--- config.mk ---
export PLATFORM = sky130hd
export DESIGN_NAME = div_unit_flat
export DESIGN_NICKNAME = d
export VERILOG_FILES = /design/src/rtl/div_if.sv /design/src/rtl/div_unit.sv /design/src/flat_wrapper.sv
export SDC_FILE = /design/constraint.sdc
export NUM_CORES = 1
export LEC_CHECK = 0
export ABC_AREA = 1
export ABC_CLOCK_PERIOD_IN_PS = 4200
export CAP_MARGIN = 20
export CELL_PAD_IN_SITES_DETAIL_PLACEMENT = 1
export CELL_PAD_IN_SITES_GLOBAL_PLACEMENT = 1
export CORE_MARGIN = 1
export CORE_UTILIZATION = 40
export DETAILED_ROUTE_END_ITERATION = 6
export GPL_ROUTABILITY_DRIVEN = 0
export PLACE_DENSITY_LB_ADDON = 0.1
export SLEW_MARGIN = 30
export SYNTH_ARGS = -nofsm -noshare
export SYNTH_HDL_FRONTEND = slang
export SYNTH_SLANG_ARGS = --single-unit
--- constraint.sdc ---
create_clock -name clk -period 4.2 [get_ports clk]
set_clock_uncertainty 0.2 [all_clocks]
set_input_delay 0.84 -clock clk [delete_from_list [all_inputs] [get_ports clk]]
set_output_delay 0.84 -clock clk [all_outputs]
set_load 0.005 [all_outputs]
--- src/rtl/div_if.sv ---
// Request/response bundle between execute-stage control and the iterative divider.
// Control drives the request side; the divider drives busy/done/result.
interface div_if;
   logic        start;
   logic [31:0] srcA;
   logic [31:0] srcB;
   logic [1:0]  div_fun;
   logic        busy;
   logic        done;
   logic [31:0] result;

   modport master (
      output start, srcA, srcB, div_fun,
      input  busy, done, result
   );

   modport slave (
      input  start, srcA, srcB, div_fun,
      output busy, done, result
   );
endinterface

--- src/rtl/div_unit.sv ---
// Iterative RV32M DIV/DIVU/REM/REMU: restoring division on magnitudes, one quotient bit
// per cycle, sign fix-up afterwards; divide-by-zero and signed overflow bypass the loop.
module div_unit (
   input  logic clk,
   input  logic rst,
   div_if.slave bus
);

   typedef enum logic [1:0] {IDLE, CALC, FIX, DONE} state_t;

   state_t      state_reg;
   logic [31:0] rem_reg;
   logic [31:0] quo_reg;
   logic [31:0] dvs_reg;
   logic [4:0]  cnt_reg;
   logic [1:0]  fun_reg;
   logic        sign_a_reg;
   logic        sign_b_reg;
   logic        busy_reg;
   logic        done_reg;
   logic [31:0] result_reg;

   logic        op_signed;
   logic        a_neg;
   logic        b_neg;
   logic [31:0] a_abs;
   logic [31:0] b_abs;
   logic        div_zero;
   logic        overflow;
   logic [31:0] bypass_next;
   logic [32:0] trial;
   logic        no_borrow;
   logic [31:0] rem_next;
   logic [31:0] quo_next;
   logic [31:0] quo_fix;
   logic [31:0] rem_fix;
   logic [31:0] result_next;

   // Request-side decode, only meaningful on an accepting edge in IDLE.
   always_comb begin
      op_signed = ~bus.div_fun[0];
      a_neg     = op_signed & bus.srcA[31];
      b_neg     = op_signed & bus.srcB[31];
      a_abs     = a_neg ? (32'd0 - bus.srcA) : bus.srcA;
      b_abs     = b_neg ? (32'd0 - bus.srcB) : bus.srcB;
      div_zero  = (bus.srcB == 32'd0);
      overflow  = op_signed && (bus.srcA == 32'h8000_0000) && (bus.srcB == 32'hFFFF_FFFF);
      if (div_zero)
         bypass_next = bus.div_fun[1] ? bus.srcA : 32'hFFFF_FFFF;
      else
         bypass_next = bus.div_fun[1] ? 32'h0000_0000 : 32'h8000_0000;
   end

   // Partial remainder stays below the divisor, so bit 32 of the 33-bit trial is the borrow.
   always_comb begin
      trial     = {rem_reg, quo_reg[31]} - {1'b0, dvs_reg};
      no_borrow = ~trial[32];
      rem_next  = no_borrow ? trial[31:0] : {rem_reg[30:0], quo_reg[31]};
      quo_next  = {quo_reg[30:0], no_borrow};
   end

   always_comb begin
      quo_fix     = (~fun_reg[0] & (sign_a_reg ^ sign_b_reg)) ? (32'd0 - quo_reg) : quo_reg;
      rem_fix     = (~fun_reg[0] & sign_a_reg) ? (32'd0 - rem_reg) : rem_reg;
      result_next = fun_reg[1] ? rem_fix : quo_fix;
   end

   always_ff @(posedge clk) begin
      if (rst) begin
         state_reg  <= IDLE;
         rem_reg    <= 32'd0;
         quo_reg    <= 32'd0;
         dvs_reg    <= 32'd0;
         cnt_reg    <= 5'd0;
         fun_reg    <= 2'd0;
         sign_a_reg <= 1'b0;
         sign_b_reg <= 1'b0;
         busy_reg   <= 1'b0;
         done_reg   <= 1'b0;
         result_reg <= 32'd0;
      end else begin
         case (state_reg)
            IDLE: begin
               done_reg <= 1'b0;
               if (bus.start) begin
                  fun_reg    <= bus.div_fun;
                  sign_a_reg <= a_neg;
                  sign_b_reg <= b_neg;
                  if (div_zero || overflow) begin
                     result_reg <= bypass_next;
                     done_reg   <= 1'b1;
                     state_reg  <= DONE;
                  end else begin
                     rem_reg   <= 32'd0;
                     quo_reg   <= a_abs;
                     dvs_reg   <= b_abs;
                     cnt_reg   <= 5'd0;
                     busy_reg  <= 1'b1;
                     state_reg <= CALC;
                  end
               end
            end
            CALC: begin
               rem_reg <= rem_next;
               quo_reg <= quo_next;
               cnt_reg <= cnt_reg + 5'd1;
               if (cnt_reg == 5'd31)
                  state_reg <= FIX;
            end
            FIX: begin
               result_reg <= result_next;
               busy_reg   <= 1'b0;
               done_reg   <= 1'b1;
               state_reg  <= DONE;
            end
            DONE: begin
               done_reg  <= 1'b0;
               state_reg <= IDLE;
            end
            default: begin
               busy_reg  <= 1'b0;
               done_reg  <= 1'b0;
               state_reg <= IDLE;
            end
         endcase
      end
   end

   assign bus.busy   = busy_reg;
   assign bus.done   = done_reg;
   assign bus.result = result_reg;

endmodule

--- src/flat_wrapper.sv ---
// flat-port wrapper written by rule: the top's interface ports become plain ports
module div_unit_flat 
  (clk, rst, bus_start, bus_srcA, bus_srcB, bus_div_fun, bus_busy, bus_done, bus_result);
  div_if bus_i ();
  input  logic clk;
  input  logic rst;
  input wire logic [$bits(bus_i.start)-1:0] bus_start;
  input wire logic [$bits(bus_i.srcA)-1:0] bus_srcA;
  input wire logic [$bits(bus_i.srcB)-1:0] bus_srcB;
  input wire logic [$bits(bus_i.div_fun)-1:0] bus_div_fun;
  output wire logic [$bits(bus_i.busy)-1:0] bus_busy;
  output wire logic [$bits(bus_i.done)-1:0] bus_done;
  output wire logic [$bits(bus_i.result)-1:0] bus_result;
  assign bus_i.start = bus_start;
  assign bus_i.srcA = bus_srcA;
  assign bus_i.srcB = bus_srcB;
  assign bus_i.div_fun = bus_div_fun;
  assign bus_busy = bus_i.busy;
  assign bus_done = bus_i.done;
  assign bus_result = bus_i.result;
  div_unit u_core (.clk(clk), .rst(rst), .bus(bus_i));
endmodule
Yosys cells after proc, flatten, opt, wreduce, memory -nomap -nowiden
Index checks and enable logic that the tools add are counted.
{ "totals": {"register_bits": 141, "input_bits": 69} }
{ "classes": {"addsub": 6, "eq_ne": 10, "mux": 31, "bitwise_logic": 9, "reduce_logical": 14} }
{ "ops": {"columns": ["op", "count"], "rows": [
  ["32-bit 2-to-1 mux", 15],
  ["32-bit one-hot mux with 2 select lines", 3],
  ["1-bit by 32-bit subtractor with 32-bit output (first input constant)", 4],
  ["32-bit == test (second input constant)", 2],
  ["33-bit by 32-bit subtractor with 33-bit output", 1],
  ["32-bit logical NOT", 1],
  ["3-bit AND reduction", 4],
  ["5-bit 2-to-1 mux", 2],
  ["5-bit one-hot mux with 2 select lines", 1],
  ["2-bit one-hot mux with 4 select lines", 1],
  ["2-bit 2-to-1 mux", 3],
  ["5-bit by 1-bit adder with 5-bit output (second input constant)", 1],
  ["5-bit == test (second input constant)", 1],
  ["1-bit AND", 4],
  ["2-bit == test (second input constant)", 2],
  ["1-bit 2-to-1 mux", 4],
  ["2-bit by 1-bit inequality test with 1-bit output (second input constant)", 2],
  ["2-bit inequality test (second input constant)", 2],
  ["1-bit NOT", 4],
  ["2-bit AND reduction", 2],
  ["2-bit nonzero test", 2],
  ["1-bit one-hot mux with 3 select lines", 1],
  ["3-bit nonzero test", 1],
  ["2-bit by 1-bit == test with 1-bit output (second input constant)", 1],
  ["other kinds (5)", 6]
]} }

Longest topological paths before layout
Gate-level depths: netlist (run 1).
{ "depth": {"ltp_word": 7, "mapped_depth": 18, "mapped_depth_nobuf": 18} }

Least setup slack after synthesis (run 1)
Ideal clock, no wire load.
{ "synth_timing": {"kind": "input -> register", "startpoint": "in bus_srcB[1]", "endpoint": "reg u_core.result_reg[5] (netlist: u_core.bus.result[5])", "setup_ns": 0.116, "arrival_time_ns": 2.209, "required_time_ns": 3.884, "slack_ns": 1.675, "stages": 11, "n_path_buf": 1, "cell_sequence": "inv_1 ha_1 nand3_2 nor2_1 nand4_4 nand3_4 nand2_4 clkinv_2 buf_6 nand3_1 o211a_1"} }
{ "synth_via": {"elab_chain_len": 5, "word_cells_on_any_way": 10, "classes_between": "eq/ne: 2; mux: 4; reduce/logical: 4"} }
{ "synth_rtl": {"columns": ["element", "line_no", "text"], "rows": [
  ["start, declared", "flat_wrapper.sv:9", "input wire logic [$bits(bus_i.srcB)-1:0] bus_srcB;"],
  ["32-bit logical NOT or 32-bit == test (tied branches)", "div_unit.sv:46, div_unit.sv:47", null],
  ["32-bit 2-to-1 mux or 1-bit logical AND (tied branches)", "div_unit.sv:48, div_unit.sv:47", null],
  ["32-bit 2-to-1 mux or 1-bit logical OR (tied branches)", "div_unit.sv:89", "if (div_zero || overflow) begin"],
  ["32-bit 2-to-1 mux or 2-bit by 1-bit inequality test with 1-bit output (tied branches)", null, null],
  ["32-bit one-hot mux with 2 select lines or 3-bit AND reduction (tied branches)", null, null],
  ["end signal, assigned", "div_unit.sv:90", "result_reg <= bypass_next;"],
  ["end signal, assigned", "div_unit.sv:111", "result_reg <= result_next;"],
  ["end, declared", "div_unit.sv:21", "logic [31:0] result_reg;"]
]} }
Parallel ways exist; a longest one is shown, timed or not. The select of a mux whose other input is x is not followed.
A chain may end at the register's enable or synchronous reset.

Worst setup path in the final report (run 1)
{ "layout_timing": {"startpoint": "reg u_core.quo_reg[31]", "endpoint": "reg u_core.quo_reg[0]"} }
{ "layout_via": {"elab_chain_len": 3} }
{ "layout_rtl": {"columns": ["element", "line_no", "text"], "rows": [
  ["start, declared", "div_unit.sv:13", "logic [31:0] quo_reg;"],
  ["start signal, assigned", "div_unit.sv:95", "quo_reg <= a_abs;"],
  ["start signal, assigned", "div_unit.sv:105", "quo_reg <= quo_next;"],
  ["33-bit by 32-bit subtractor with 33-bit output", "div_unit.sv:56", "trial = {rem_reg, quo_reg[31]} - {1'b0, dvs_reg};"],
  ["1-bit NOT", "div_unit.sv:57", "no_borrow = ~trial[32];"],
  ["32-bit one-hot mux with 2 select lines", "div_unit.sv:82", "case (state_reg)"]
]} }
Every way passes these cells.

==> summary.md, run 1 <==
### Route
* **total met2 wirelength after detailed routing** 22.9 mm
* **routed length per placed instance** 18.2 um
* **DRC violation count after routing** 0
* **highest metal layer with signal wires** met5
* **Iteration-0 DRC Markers** 1109
* **Vias** 15.7k
* **total routed wirelength** 52.4 mm
* **first-pass iteration count of the detailed router** 5
* **vias per cell** 5.46
* **antenna-violating nets left** 0
* **met3 WL post-DR** 2.96 mm
* **Metal-1 WL** 25.2 mm

### Final layout
* **share of final-layout standard cells stronger than drive strength 1** 0.0456
* **ANT cells** 0
* **top library cells by usage in the layout, fill and taps aside** sky130_fd_sc_hd__nand2_1 (673), sky130_fd_sc_hd__inv_1 (312), sky130_fd_sc_hd__nor2_1 (293), sky130_fd_sc_hd__nand3_1 (275), sky130_fd_sc_hd__a21oi_1 (166)
* **most common cell after layout, fill and taps aside** sky130_fd_sc_hd__nand2_1
* **fin nets** 2532
* **layout overhead on the synthesized area** 14.2%

### Floorplanning
* **die extent in y** 184 um
* **Top-Level Pins** 103
* **area enclosed by the die boundary** 33900 um2
* **Std-Cell Core Area** 32600 um2
* **Initial Util** 0.407
* **width of the die** 184 um
* **# rows** 66

### Timing
* **final critical path time including I/O delays and setup** 3480 ps
* **share of the cycle needed by the critical path after routing** 0.829
* **worst slew slack as a fraction of its limit** 0.350
* **summed negative setup slack over all endpoints** 0 ps
* **total setup violations reported at the end of the flow** 0
* **timing-limited maximum frequency** 287 MHz
* **Worst-Margin Slew** 975 ps
* **RSZ-0062 raised after global routing** false
* **number of max-slew violations in the final report** 0
* **count of final hold-check violations** 0

### Place
* **number of port buffers** 102
* **dpl hpwl** 41.8 mm

### Clocking
* **H-tree lvl count** 4
* **CTS resizes** 0
* **CTS tree** yes
* **sink count of the clock tree** 141
* **number of buffers inserted for hold repair after clock tree synthesis** 0
* **deepest clock path buffer count** 2
* **number of buffers inserted to repair setup after CTS** 0
* **clk slew on worst S/H paths** 70 ps
* **number of buffers added by the clock tree synthesis step** 17
* **clock tree root driver cell** sky130_fd_sc_hd__clkbuf_16
* **Clk Latency, worst-skew pair** 460 ps

### Worst hold path
* **start point of the worst hold path** u_core.bus.result[0]$_SDFFE_PP0P_
* **kind of path behind the tightest hold check** flip-flop to flip-flop
* **WHS Path Cells** 2
* **hold endpoint** u_core.bus.result[0]$_SDFFE_PP0P_

### Setup path
* **data arrival time of the critical path** 3690 ps
* **worst setup path category** flip-flop to flip-flop
* **critical path data required time** 4400 ps
* **category of the worst setup path launch point** flip-flop
* **end of the worst register-to-register path** u_core.quo_reg[0]$_SDFFE_PP0P_
* **Crit Path Max Fanout** 33
* **worst r2r src** u_core.quo_reg[31]$_SDFFE_PP0P_
* **slack of the worst reg-to-reg path** 720 ps
* **kind of end point of the critical path** flip-flop
* **reg2reg path depth** 18

### Synthesis
* **Ys Warns** 0
* **Post-Synthesis Net Count** 2474
* **cell count after synthesis** 2361
* **cell type with the largest total area after synthesis** sky130_fd_sc_hd__dfxtp_1
* **sequential area share after synthesis** 0.213
* **post-synthesis instance area** 13300 um2
* **largest cells by area after synthesis** sky130_fd_sc_hd__dfxtp_1 (21%), sky130_fd_sc_hd__nand2_1 (19%), sky130_fd_sc_hd__nand3_1 (10%)
* **syn_area_per_cell** 5.62 um2
* **number of synthesized register bits** 141
* **number of library cell types mapped by synthesis** 50
* **fraction of synthesized cell area taken by the top area cell type** 0.213

### Global routing
* **number of antenna violations at the first check in global routing** 2
* **via count of the first global-routing pass** 15.0k
* **maximum number of pins on one net before global-route repair** 82
* **total gr overflow** 0
* **combined global-route utilization of all metal layers** 0.312
* **first-pass GRT wire length** 81.7 mm

### Power
* **Clock Power Share** 0.181
* **fraction of power spent switching nets** 0.523
* **total power divided by cell area** 560 nW/um2
* **internal power of the cells** 0.00405 W
* **power share of the sequential group** 0.236
* **switching power total** 0.00444 W
* **combinational fraction of design power** 0.583
* **maximum vdd drop** 0.447 mV
* **Total Power** 0.00848 W
* **Pleak** 7.23 nW

### Outcome
* **outcome** finished, final reports clean

### Run
* **max-cap violation count** 0

area by class of cell:
type                    instances  area, um2
well taps                     442        553
multi-input cells            1810       8780
clock buffers                  19        453
repair buffers                125       1200
clock inverters                13        131
fillers                      4624      17500
inverters                     324       1220
flip-flops and latches        141       2820
power groups by stage:
stage	Sequential, W	Clock [W]	Combinational [W]
2_1_floorplan	0.00191	0	0.00340
3_3_place_gp	0.00200	0	0.00468
3_5_place_dp	0.00201	0	0.00481
4_1_cts	0.00199	0.00155	0.00485
5_1_grt	0.00204	0.00160	0.00547
6_report	0.00200	0.00154	0.00495
routing by layer:
| layer | up-vias | global-route usage |
|---|---|---|
| li1 | 7694 | - |
| met1 | 7504 | 0.441 |
| met2 | 401 | 0.485 |
| met3 | 82 | 0.0443 |
| met4 | 2 | 0.0993 |
| met5 | - | 0 |
worst max-delay path, cell delays in order (launching register included):
cell,delay [ps]
sky130_fd_sc_hd__dfxtp_1,360
sky130_fd_sc_hd__inv_1,170
sky130_fd_sc_hd__ha_1,270
sky130_fd_sc_hd__fa_1,410
sky130_fd_sc_hd__inv_1,150
sky130_fd_sc_hd__nand2_1,70
sky130_fd_sc_hd__nand2_1,70
sky130_fd_sc_hd__nand3_1,70
sky130_fd_sc_hd__nand2_1,170
sky130_fd_sc_hd__nand2_1,110
sky130_fd_sc_hd__nand2_2,100
sky130_fd_sc_hd__nand2_2,100
sky130_fd_sc_hd__nand2_4,100
sky130_fd_sc_hd__nand2_4,230
sky130_fd_sc_hd__nand2_1,410
sky130_fd_sc_hd__nand2_1,200
sky130_fd_sc_hd__nand3_1,120
sky130_fd_sc_hd__nand3_1,70
sky130_fd_sc_hd__inv_1,70
Yosys cell counts, drive strengths merged:
master	count
a21o	2
o21bai	2
ha	43
a31oi	4
xor2	31
clkinv	2
a22oi	1
a211oi	13
buf	45
nand4	36
inv	322
fa	1
nand3	284
nor4	1
nand2	682
dfxtp	141
or2	3
o21a	10
o21ai	151
o211ai	10
nor3b	1
xnor2	20
o22ai	4
nor2	307
nor3	15
clkbuf	41
nand3b	10
a21oi	170
and2	7
o211a	1
o31ai	1
metrics by stage:
stage                     hold slack [ps]  cells  area (um2)   util  setup slack (ps)
final                                 262   2874       15200  0.465               718
after global routing                  282   2874       15200  0.465               470
after CTS                             266   2873       15100  0.464               768
after detailed placement              257   2841       14600  0.446               415
after global placement                252   2841       14600  0.446               504
after floorplan                       228   2361       13300      -              1680
cell families (layout without fill, tap and decap cells):
family | after synthesis | in the layout | synth area share
compound gates | 369 | 369 | 0.150
xor+xnor | 51 | 51 | 0.0337
fa+ha+maj | 44 | 44 | 0.0421
buf+inv | 410 | 481 | 0.126
flops | 141 | 141 | 0.213
simple gates | 1346 | 1346 | 0.435
worst max-delay path by stage:
stage	from	end	cells past startpoint
floorplan	bus_srcB[1]	u_core.bus.result[5]$_SDFFE_PP0P_	11
global placement	bus_srcB[0]	u_core.dvs_reg[7]$_SDFFE_PP0P_	11
detailed placement	bus_srcB[0]	u_core.dvs_reg[18]$_SDFFE_PP0P_	12
CTS	u_core.quo_reg[31]$_SDFFE_PP0P_	u_core.quo_reg[0]$_SDFFE_PP0P_	18
global route	u_core.quo_reg[31]$_SDFFE_PP0P_	u_core.quo_reg[0]$_SDFFE_PP0P_	18
finish	u_core.quo_reg[31]$_SDFFE_PP0P_	u_core.quo_reg[0]$_SDFFE_PP0P_	18
(Power assumes the default switching activity.)
==> run 2: changes to the inputs <==
- ABC_CLOCK_PERIOD_IN_PS: 4200 -> 3450
- clock period: 4.2 -> 3.45 ns (I/O delays scaled with it)
==> run 2 against run 1 <==
Maximum frequency rose by 11%; setup slack got worse by 390 ps; combinational power increased by 26%; first-iteration DRC count rose by 8.7%; largest power group unchanged.
==> summary.md, run 2 (synthesis results as in run 1) <==
### Setup path
* **kind of end point of the critical path** flip-flop
* **worst setup path category** flip-flop to flip-flop
* **data arrival time of the critical path** 3200 ps, -490 ps
* **category of the worst setup path launch point** flip-flop
* **Crit Path Max Fanout** 32, -3.0%
* **critical path data required time** 3520 ps, -880 ps

### Power
* **Clock Power Share** 0.182, about the same
* **switching power total** 0.00542 W, +22%
* **fraction of power spent switching nets** 0.512, -0.0109
* **power share of the sequential group** 0.230, -0.006
* **total power divided by cell area** 685 nW/um2, +22%
* **maximum vdd drop** 0.563 mV, +26%
* **internal power of the cells** 0.00516 W, +28%
* **Pleak** 7.40 nW, +2.4%
* **combinational fraction of design power** 0.588, +0.005

### Global routing
* **via count of the first global-routing pass** 15.8k, +5.5%
* **maximum number of pins on one net before global-route repair** 82, unchanged
* **first-pass GRT wire length** 84.5 mm, +3.5%
* **combined global-route utilization of all metal layers** 0.318, +0.00548
* **number of antenna violations at the first check in global routing** 0, -2
* **total gr overflow** 0, unchanged

### Floorplanning
* **die extent in y** 184 um, unchanged
* **area enclosed by the die boundary** 33900 um2, unchanged
* **Std-Cell Core Area** 32600 um2, unchanged
* **Top-Level Pins** 103, unchanged
* **Initial Util** 0.407, unchanged
* **# rows** 66, unchanged
* **width of the die** 184 um, unchanged

### Clocking
* **Clk Latency, worst-skew pair** 440 ps, -20 ps
* **clk slew on worst S/H paths** 60 ps, about the same
* **number of buffers added by the clock tree synthesis step** 17, unchanged
* **sink count of the clock tree** 141, unchanged
* **deepest clock path buffer count** 2, unchanged
* **CTS resizes** 0, unchanged
* **number of buffers inserted for hold repair after clock tree synthesis** 0, unchanged
* **H-tree lvl count** 4, unchanged
* **CTS tree** yes
* **number of buffers inserted to repair setup after CTS** 0, unchanged
* **clock tree root driver cell** sky130_fd_sc_hd__clkbuf_16

### Route
* **antenna-violating nets left** 0, unchanged
* **first-pass iteration count of the detailed router** 5, unchanged
* **Vias** 15.9k, +1.6%
* **DRC violation count after routing** 0, unchanged
* **routed length per placed instance** 18.4 um, +0.67%
* **total routed wirelength** 53.2 mm, +1.6%
* **vias per cell** 5.49, +0.69%
* **Iteration-0 DRC Markers** 1205, +8.7%

### Final layout
* **post-layout utilization of the core** 0.473, +0.00878
* **top library cells by usage in the layout, fill and taps aside** sky130_fd_sc_hd__nand2_1 (673), sky130_fd_sc_hd__inv_1 (312), sky130_fd_sc_hd__nor2_1 (293), sky130_fd_sc_hd__nand3_1 (275), sky130_fd_sc_hd__a21oi_1 (166)
* **share of final-layout standard cells stronger than drive strength 1** 0.0561, +0.0105
* **layout overhead on the synthesized area** 16.4%
* **fin nets** 2561, +1.1%
* **ANT cells** 0, unchanged
* **most common cell after layout, fill and taps aside** sky130_fd_sc_hd__nand2_1

### Timing
* **timing-limited maximum frequency** 320 MHz, +11%
* **count of final hold-check violations** 0, unchanged
* **RSZ-0062 raised after global routing** false
* **Worst-Margin Slew** 970 ps, -4.78 ps
* **total setup violations reported at the end of the flow** 0, unchanged
* **final worst hold slack** 265 ps, +2.40 ps
* **worst slew slack as a fraction of its limit** 0.353, +0.00319
* **share of the cycle needed by the critical path after routing** 0.906, +0.0772
* **final critical path time including I/O delays and setup** 3130 ps, -355 ps
* **number of max-slew violations in the final report** 0, unchanged

### Outcome
* **outcome** finished, final reports clean

### Run
* **max-cap violation count** 0, unchanged

### Worst hold path
* **kind of path behind the tightest hold check** flip-flop to flip-flop

### Place
* **number of port buffers** 102, unchanged
* **dpl hpwl** 42.6 mm, +1.9%

==> run 2: worst max-delay path: stages, from the launching register on <==
cell and delay [ps]:
sky130_fd_sc_hd__dfxtp_1 370, sky130_fd_sc_hd__inv_1 120, sky130_fd_sc_hd__ha_1 230, sky130_fd_sc_hd__fa_1 400, sky130_fd_sc_hd__inv_1 150, sky130_fd_sc_hd__nand2_1 70
sky130_fd_sc_hd__nand2_1 70, sky130_fd_sc_hd__nand3_1 70, sky130_fd_sc_hd__nand2_1 170, sky130_fd_sc_hd__nand2_1 120, sky130_fd_sc_hd__nand2_2 100, sky130_fd_sc_hd__nand2_2 100
sky130_fd_sc_hd__nand3_2 80, sky130_fd_sc_hd__buf_4 340, sky130_fd_sc_hd__nand3_1 160, sky130_fd_sc_hd__nand3_1 120, sky130_fd_sc_hd__a21oi_1 70
==> run 2: cell type report <==
class,instances,area (um2)
Clock buffer,17,425
Clock inverter,13,165
Fill cell,4683,17200
Inverter,324,1220
Multi-Input combinational cell,1810,8780
Sequential cell,141,2820
Tap cell,442,553
Timing Repair Buffer,154,1480
==> run 2: worst paths after layout <==
path / from / to / slack (ps) / cells after the start
hold / removal: u_core.bus.result[30]$_SDFFE_PP0P_ / u_core.bus.result[30]$_SDFFE_PP0P_ / 260 / 2
hold reg to reg: u_core.bus.result[30]$_SDFFE_PP0P_ / u_core.bus.result[30]$_SDFFE_PP0P_ / 260 / 2
setup / recovery: u_core.quo_reg[31]$_SDFFE_PP0P_ / u_core.rem_reg[0]$_SDFFE_PP0P_ / 320 / 16
setup reg to reg: u_core.quo_reg[31]$_SDFFE_PP0P_ / u_core.rem_reg[0]$_SDFFE_PP0P_ / 320 / 16
==> run 2: power groups by stage <==
stage	Sequential [W]	Combinational [W]	Clock, W
after floorplan	0.00233	0.00414	0
after global placement	0.00244	0.00585	0
after detailed placement	0.00245	0.00601	0
after CTS	0.00243	0.00608	0.00194
after global routing	0.00248	0.00686	0.00200
final	0.00244	0.00622	0.00192
==> run 2: routing by layer <==
metal,wire length (um),track usage
met5,0,0
met4,1210,0.0840
met3,2780,0.0362
met2,24100,0.518
met1,25200,0.441
==> run 2: metrics by stage <==
step / TNS (ps) / cell area (um2) / power [W] / worst slack (ps) / instances
after CTS: 0 / 15400 / 0.0104 / 341 / 2900
after floorplan: 0 / 13300 / 0.00647 / 1030 / 2361
after global placement: 0 / 14800 / 0.00829 / 18.3 / 2870
after global routing: 0 / 15400 / 0.0113 / 146 / 2901
final: 0 / 15400 / 0.0106 / 324 / 2901
after detailed placement: -965 / 14800 / 0.00846 / -70.5 / 2870
